`src/rtl/cla_pkg.sv`:
```
// Shared definitions for the CLA operand stage and the carry-finder side.
// Latency: n/a (types, constants and a pure function only).
// Backpressure: n/a.
package cla_pkg;

  localparam int CLA_WIDTH = 8;
  localparam int CLA_SEQ_W = 4;

  // Per-bit {gen,prop} code; the carry-finder decodes the same values.
  typedef logic [1:0] gpk_t;
  localparam gpk_t GPK_KILL = 2'b00;
  localparam gpk_t GPK_PROP = 2'b01;
  localparam gpk_t GPK_GEN  = 2'b10;

  // Occupancy of the main/skid pair.
  typedef enum logic [1:0] {
    BUF_EMPTY = 2'b00,
    BUF_ONE   = 2'b01,
    BUF_FULL  = 2'b10
  } buf_state_t;

  // Classifies one bit pair; gen and prop are mutually exclusive by construction.
  function automatic gpk_t gpk_of(input logic a, input logic b);
    gpk_t code;
    if (a && b)
      code = GPK_GEN;
    else if (a || b)
      code = GPK_PROP;
    else
      code = GPK_KILL;
    return code;
  endfunction

endpackage

```
`src/rtl/cla_gpk_encode.sv`:
```
// Purpose: bitwise generate/propagate encoding of an operand pair.
// Latency: combinational, zero cycles.
// Backpressure: none; pure function of a and b.
module cla_gpk_encode
  import cla_pkg::*;
#(
  parameter int WIDTH = CLA_WIDTH
) (
  input  logic [WIDTH-1:0] a,
  input  logic [WIDTH-1:0] b,
  output logic [WIDTH-1:0] gen,
  output logic [WIDTH-1:0] prop
);

  // Split each bit's {gen,prop} code onto the two output vectors.
  always_comb begin
    gen  = '0;
    prop = '0;
    for (int i = 0; i < WIDTH; i++) begin
      {gen[i], prop[i]} = gpk_of(a[i], b[i]);
    end
  end

endmodule

```
`src/rtl/cla_operand_stage.sv`:
```
// Purpose: registered gen/prop input stage with a 2-entry skid buffer and sequence tags.
// Latency: 1 cycle from accept to out_valid; 1 pair/cycle sustained.
// Backpressure: skid absorbs one pair on out_ready=0; in_ready drops while the skid is full.
module cla_operand_stage
  import cla_pkg::*;
#(
  parameter int WIDTH = CLA_WIDTH,
  parameter int SEQ_W = CLA_SEQ_W
) (
  input  logic             clk,
  input  logic             rst_n,
  input  logic             in_valid,
  output logic             in_ready,
  input  logic [WIDTH-1:0] in_a,
  input  logic [WIDTH-1:0] in_b,
  output logic             out_valid,
  input  logic             out_ready,
  output logic [WIDTH-1:0] out_gen,
  output logic [WIDTH-1:0] out_prop,
  output logic [SEQ_W-1:0] out_seq
);

  logic [WIDTH-1:0] enc_gen, enc_prop;
  logic [WIDTH-1:0] main_gen, main_prop, skid_gen, skid_prop;
  logic [SEQ_W-1:0] main_seq, skid_seq, seq_cnt;
  logic             run_en;
  buf_state_t       state, state_nxt;
  logic             ld_main_in, ld_main_skid, ld_skid;
  logic             accept;

  // Encode ahead of the flops so out_* is driven purely from registers.
  cla_gpk_encode #(.WIDTH(WIDTH)) u_encode (
    .a    (in_a),
    .b    (in_b),
    .gen  (enc_gen),
    .prop (enc_prop)
  );

  // in_ready is flop-only: the enable flop and the skid-occupied state bit.
  assign in_ready  = run_en && (state != BUF_FULL);
  assign accept    = in_valid && in_ready;
  assign out_valid = (state != BUF_EMPTY);
  assign out_gen   = main_gen;
  assign out_prop  = main_prop;
  assign out_seq   = main_seq;

  // One-flop enable: hold off upstream until the first edge after reset release.
  always_ff @(posedge clk or negedge rst_n) begin
    if (!rst_n) run_en <= 1'b0;
    else        run_en <= 1'b1;
  end

  // Tag counter advances per accepted pair and wraps naturally.
  always_ff @(posedge clk or negedge rst_n) begin
    if (!rst_n)      seq_cnt <= '0;
    else if (accept) seq_cnt <= seq_cnt + 1'b1;
  end

  // Buffer occupancy register.
  always_ff @(posedge clk or negedge rst_n) begin
    if (!rst_n) state <= BUF_EMPTY;
    else        state <= state_nxt;
  end

  // Next occupancy and which register loads from where.
  always_comb begin
    state_nxt    = state;
    ld_main_in   = 1'b0;
    ld_main_skid = 1'b0;
    ld_skid      = 1'b0;
    unique case (state)
      BUF_EMPTY: begin
        if (accept) begin
          ld_main_in = 1'b1;
          state_nxt  = BUF_ONE;
        end
      end
      BUF_ONE: begin
        if (accept && out_ready) begin
          ld_main_in = 1'b1;
        end else if (accept) begin
          ld_skid   = 1'b1;
          state_nxt = BUF_FULL;
        end else if (out_ready) begin
          state_nxt = BUF_EMPTY;
        end
      end
      BUF_FULL: begin
        if (out_ready) begin
          ld_main_skid = 1'b1;
          state_nxt    = BUF_ONE;
        end
      end
      default: state_nxt = BUF_EMPTY;
    endcase
  end

  // Main/skid payload registers; main holds steady while stalled.
  always_ff @(posedge clk or negedge rst_n) begin
    if (!rst_n) begin
      main_gen  <= '0;
      main_prop <= '0;
      main_seq  <= '0;
      skid_gen  <= '0;
      skid_prop <= '0;
      skid_seq  <= '0;
    end else begin
      if (ld_main_in) begin
        main_gen  <= enc_gen;
        main_prop <= enc_prop;
        main_seq  <= seq_cnt;
      end else if (ld_main_skid) begin
        main_gen  <= skid_gen;
        main_prop <= skid_prop;
        main_seq  <= skid_seq;
      end
      if (ld_skid) begin
        skid_gen  <= enc_gen;
        skid_prop <= enc_prop;
        skid_seq  <= seq_cnt;
      end
    end
  end

endmodule

```
`config.mk`:
```
export PLATFORM = sky130hd
export DESIGN_NAME = cla_operand_stage
export DESIGN_NICKNAME = d
export VERILOG_FILES = /design/src/rtl/cla_pkg.sv /design/src/rtl/cla_gpk_encode.sv /design/src/rtl/cla_operand_stage.sv
export SDC_FILE = /design/constraint.sdc
export NUM_CORES = 1
export LEC_CHECK = 0
export CAP_MARGIN = 30
export CORE_MARGIN = 5
export CORE_UTILIZATION = 45
export DETAILED_ROUTE_END_ITERATION = 10
export HOLD_SLACK_MARGIN = 0.12
export PLACE_DENSITY = 0.74
export SLEW_MARGIN = 5
export SYNTH_ARGS = -nofsm -noshare
export SYNTH_HDL_FRONTEND = slang
export SYNTH_SLANG_ARGS = --single-unit
```
`constraint.sdc`:
```
create_clock -name clk -period 2.4 [get_ports clk]
set_input_delay 0.36 -clock clk [delete_from_list [all_inputs] [get_ports clk]]
set_output_delay 0.36 -clock clk [all_outputs]
set_load 0.005 [all_outputs]
```
==> flow_summary_export.csv <==
group,metric,value,unit
cts,cts-hold-fix-buffers,1,
logic_synthesis,synth_common_cells,"mux2_2, dfrtp_1, ha_1, buf_2, xor2_1",
drt,wire_per_inst,16.6,um
cells_and_area,fillers,387,
cts,clock_path_buffers,2,
floorplanning,fp.dieArea,6280,sq um
timing,slew_viol_final,0,
timing,fmax,542,MHz
placement,port_buffers,41,
floorplanning,start_util,46.0,%
worst_setup_path,crit_path_max_fanout,6,
cells_and_area,drive_gt1_share,37.0,%
logic_synthesis,synth_top_area_share,54.5,%
worst_hold_path,hold_class,"reg -> reg",
worst_setup_path,worst_setup_path_start_kind,"register",
drt,vias_per_cell,5.25,
cells_and_area,seqCellArea,1180,sq um
logic_synthesis,synth-main-ff-cell,"dfrtp_1",
timing,fin_skew,0.00457,ns
cells_and_area,n_antenna_cell,0,
timing,tns,0,ns
worst_setup_path,cp_data_arrival_time,1.48,ns
logic_synthesis,synth_warnings,0,
worst_setup_path,crit_path_cell_trace,"nand2b_1, and2_1, clkdlybuf4s50_1",
drt,drc_errors,0,
drt,dr_total_vias,1276,
cts,clock_sinks,47,
placement,gp_congestion,0.761,
power,power_frac_comb,30.9,%
worst_setup_path,rr_worst_depth,4,
cells_and_area,final_nets,219,
global_routing,grt_pass1_wl,6.95,mm
logic_synthesis,syn_nets,173,
worst_hold_path,min-delay-start,"seq_cnt[3]$_DFFE_PN0P_",
cts,clkSlewWorstSetupHoldPaths,0.08,ns
logic_synthesis,synth_cell_types,23,
cts,htreeDepth,2,
power,total_power,2.41,mW
worst_setup_path,reg2reg_from,"state[1]$_DFFE_PN0P_",
worst_hold_path,hold_path_depth,1,
cts,clk_latency,0.29,ns
floorplanning,io_pins,42,
timing,setup_viol_count_final,0,
floorplanning,core_area,4690,sq um
placement,place_area,2610,sq um
timing,fin_crit,1.84,ns
run_status,status,"finished, final reports clean",
power,intPower,1.79,mW
drt,antenna_left,0,
power,peakVddDrop,473,uV
power,power.leakage,1.20,nW
flow_run,cap_violations,0,
logic_synthesis,synthArstFlopShare,100,%
power,pwr-share-seq,51.5,%
logic_synthesis,synth-seq-cells,47,
timing,tightest_slew,0.557,ns
floorplanning,row_count,25,
logic_synthesis,postSynthCellCount,144,
timing,whs,0.489,ns
floorplanning,die_x,79.3,um
logic_synthesis,yosys-top-cells-area,"dfrtp_1, mux2_2, ha_1",
cts,cts-resized-gates,0,
global_routing,grt.overflow.total,0,
power,p_per_area,893,nW/um^2
timing,max_slew_margin,62.9,%
cts,cts_buffers,5,
drt,drt_iter0_drc,60,
worst_setup_path,path_buf_inv,1,
worst_setup_path,cp_slowest_stage_delay,0.44,ns
cells_and_area,multiInputGateArea,942,sq um
worst_setup_path,end_kind,"primary output",
worst_setup_path,reg2reg_slack,0.80,ns
global_routing,grt_use_total,14.4,%
power,p_sw_share,25.4,%
global_routing,first_global_vias,1465,
power,p_sw,0.612,mW
cells_and_area,post-route-util,57.5,%
logic_synthesis,synth_area_per_cell,15.0,sq um
worst_hold_path,min_to,"seq_cnt[3]$_DFFE_PN0P_",
placement,dp_hpwl,2.92,mm
cells_and_area,fin_area,2700,sq um
global_routing,antenna_found_initial,0,
cts,cts_setup_buffers,0,
logic_synthesis,netlist_area,2160,sq um
floorplanning,fp.dieH,79.3,um
drt,wl,4.04,mm
worst_setup_path,r2r_end,"skid_gen[2]$_DFFE_PN0P_",
cts,root_buffer,"clkbuf_8",
worst_setup_path,critical_path.top_delay_family,"buffers and inverters",
worst_setup_path,slowest_stage,"clkdlybuf4s50_1",
global_routing,grt_max_degree,26,
drt,firstDrtPassIters,4,
logic_synthesis,yosys.cell_count.top_type,"mux2_2",
power,clock_power_share,17.6,%
logic_synthesis,synth_edf_count,0,
cells_and_area,syn2layout_area_growth,24.9,%
worst_setup_path,required,2.04,ns
timing,hold_viol_final,0,
cts,tritoncts,"yes",
logic_synthesis,synth_largest_area_cell,"dfrtp_1",
timing,rsz0062_at_grt,"false",
worst_setup_path,path_class,"reg -> out",
timing,period_share,76.9,%
logic_synthesis,seq_area_frac_synth,54.5,%
==> state kept, by name (all words and copies together), names as in the netlist <==
| register | flops |
|---|---|
| out_seq | 4 |
| skid_gen | 8 |
| run_en | 1 |
| skid_seq | 4 |
| skid_prop | 8 |
| out_gen | 8 |
| seq_cnt | 4 |
| out_prop | 8 |
| state | 2 |
==> logic make-up (layout without fill, tap and decap cells) <==
kind of cell    after synthesis  in the layout  synth area share [%]
xor+xnor                      4              4                  1.62
flops                        47             47                  54.5
buf+inv                       6             51                  1.97
simple gates                 14             14                  4.06
other cells                   1              1                 0.174
fa+ha+maj                     9              9                  5.22
mux                          61             61                  32.0
compound gates                2              2                 0.463
==> worst max-delay path by stage <==
| stage | to | depth (start not counted) | slack, ns | from |
|---|---|---|---|---|
| 4_1_cts | in_ready | 3 | 0.54 | state[0]$_DFFE_PN0P_ |
| 3_3_place_gp | out_prop[6]$_DFFE_PN0P_ | 5 | 0.42 | out_ready |
| 2_1_floorplan | out_prop[3]$_DFFE_PN0P_ | 4 | 0.94 | state[0]$_DFFE_PN0P_ |
| 5_1_grt | in_ready | 3 | 0.48 | state[0]$_DFFE_PN0P_ |
| 6_report | in_ready | 3 | 0.56 | state[0]$_DFFE_PN0P_ |
| 3_5_place_dp | out_seq[0]$_DFFE_PN0P_ | 5 | 0.36 | out_ready |
==> power groups by stage <==
stage,combinational [mW],clock (mW),sequential [mW]
after global placement,0.722,0,1.24
after global routing,0.820,0.485,1.28
final,0.744,0.422,1.24
after floorplan,0.410,0,1.22
after CTS,0.764,0.446,1.25
after detailed placement,0.760,0,1.26
==> cell type report <==
type	count	share of cell area, %
Clock buffer	6	2.69
Sequential cell	47	43.6
Multi-Input combinational cell	91	34.9
Timing Repair Buffer	45	16.2
Tap cell	54	2.51
==> cell usage in the layout, fill, tap and decap left out, types with 2 or more instances in the layout <==
cell type / n
clkdlybuf4s50_1: 40
nor2b_1: 2
clkbuf_8: 5
mux2_1: 3
buf_4: 3
ha_1: 9
dfrtp_1: 47
mux2_2: 57
xor2_1: 4
==> metrics by stage <==
stage	instances	worst slack, ns
2_1_floorplan	144	0.938
5_1_grt	243	0.484
6_report	243	0.555
3_3_place_gp	236	0.422
4_1_cts	243	0.539
3_5_place_dp	236	0.359
==> metal layers <==
metal,track usage (%),vias up,part of all wire [%]
li1,-,599,-
met1,18.1,639,44
met2,23.9,34,49
met3,4.76,4,5.4
met4,3.61,0,0.94
met5,0,-,0
Note: power is estimated with default switching activity, not from simulation.
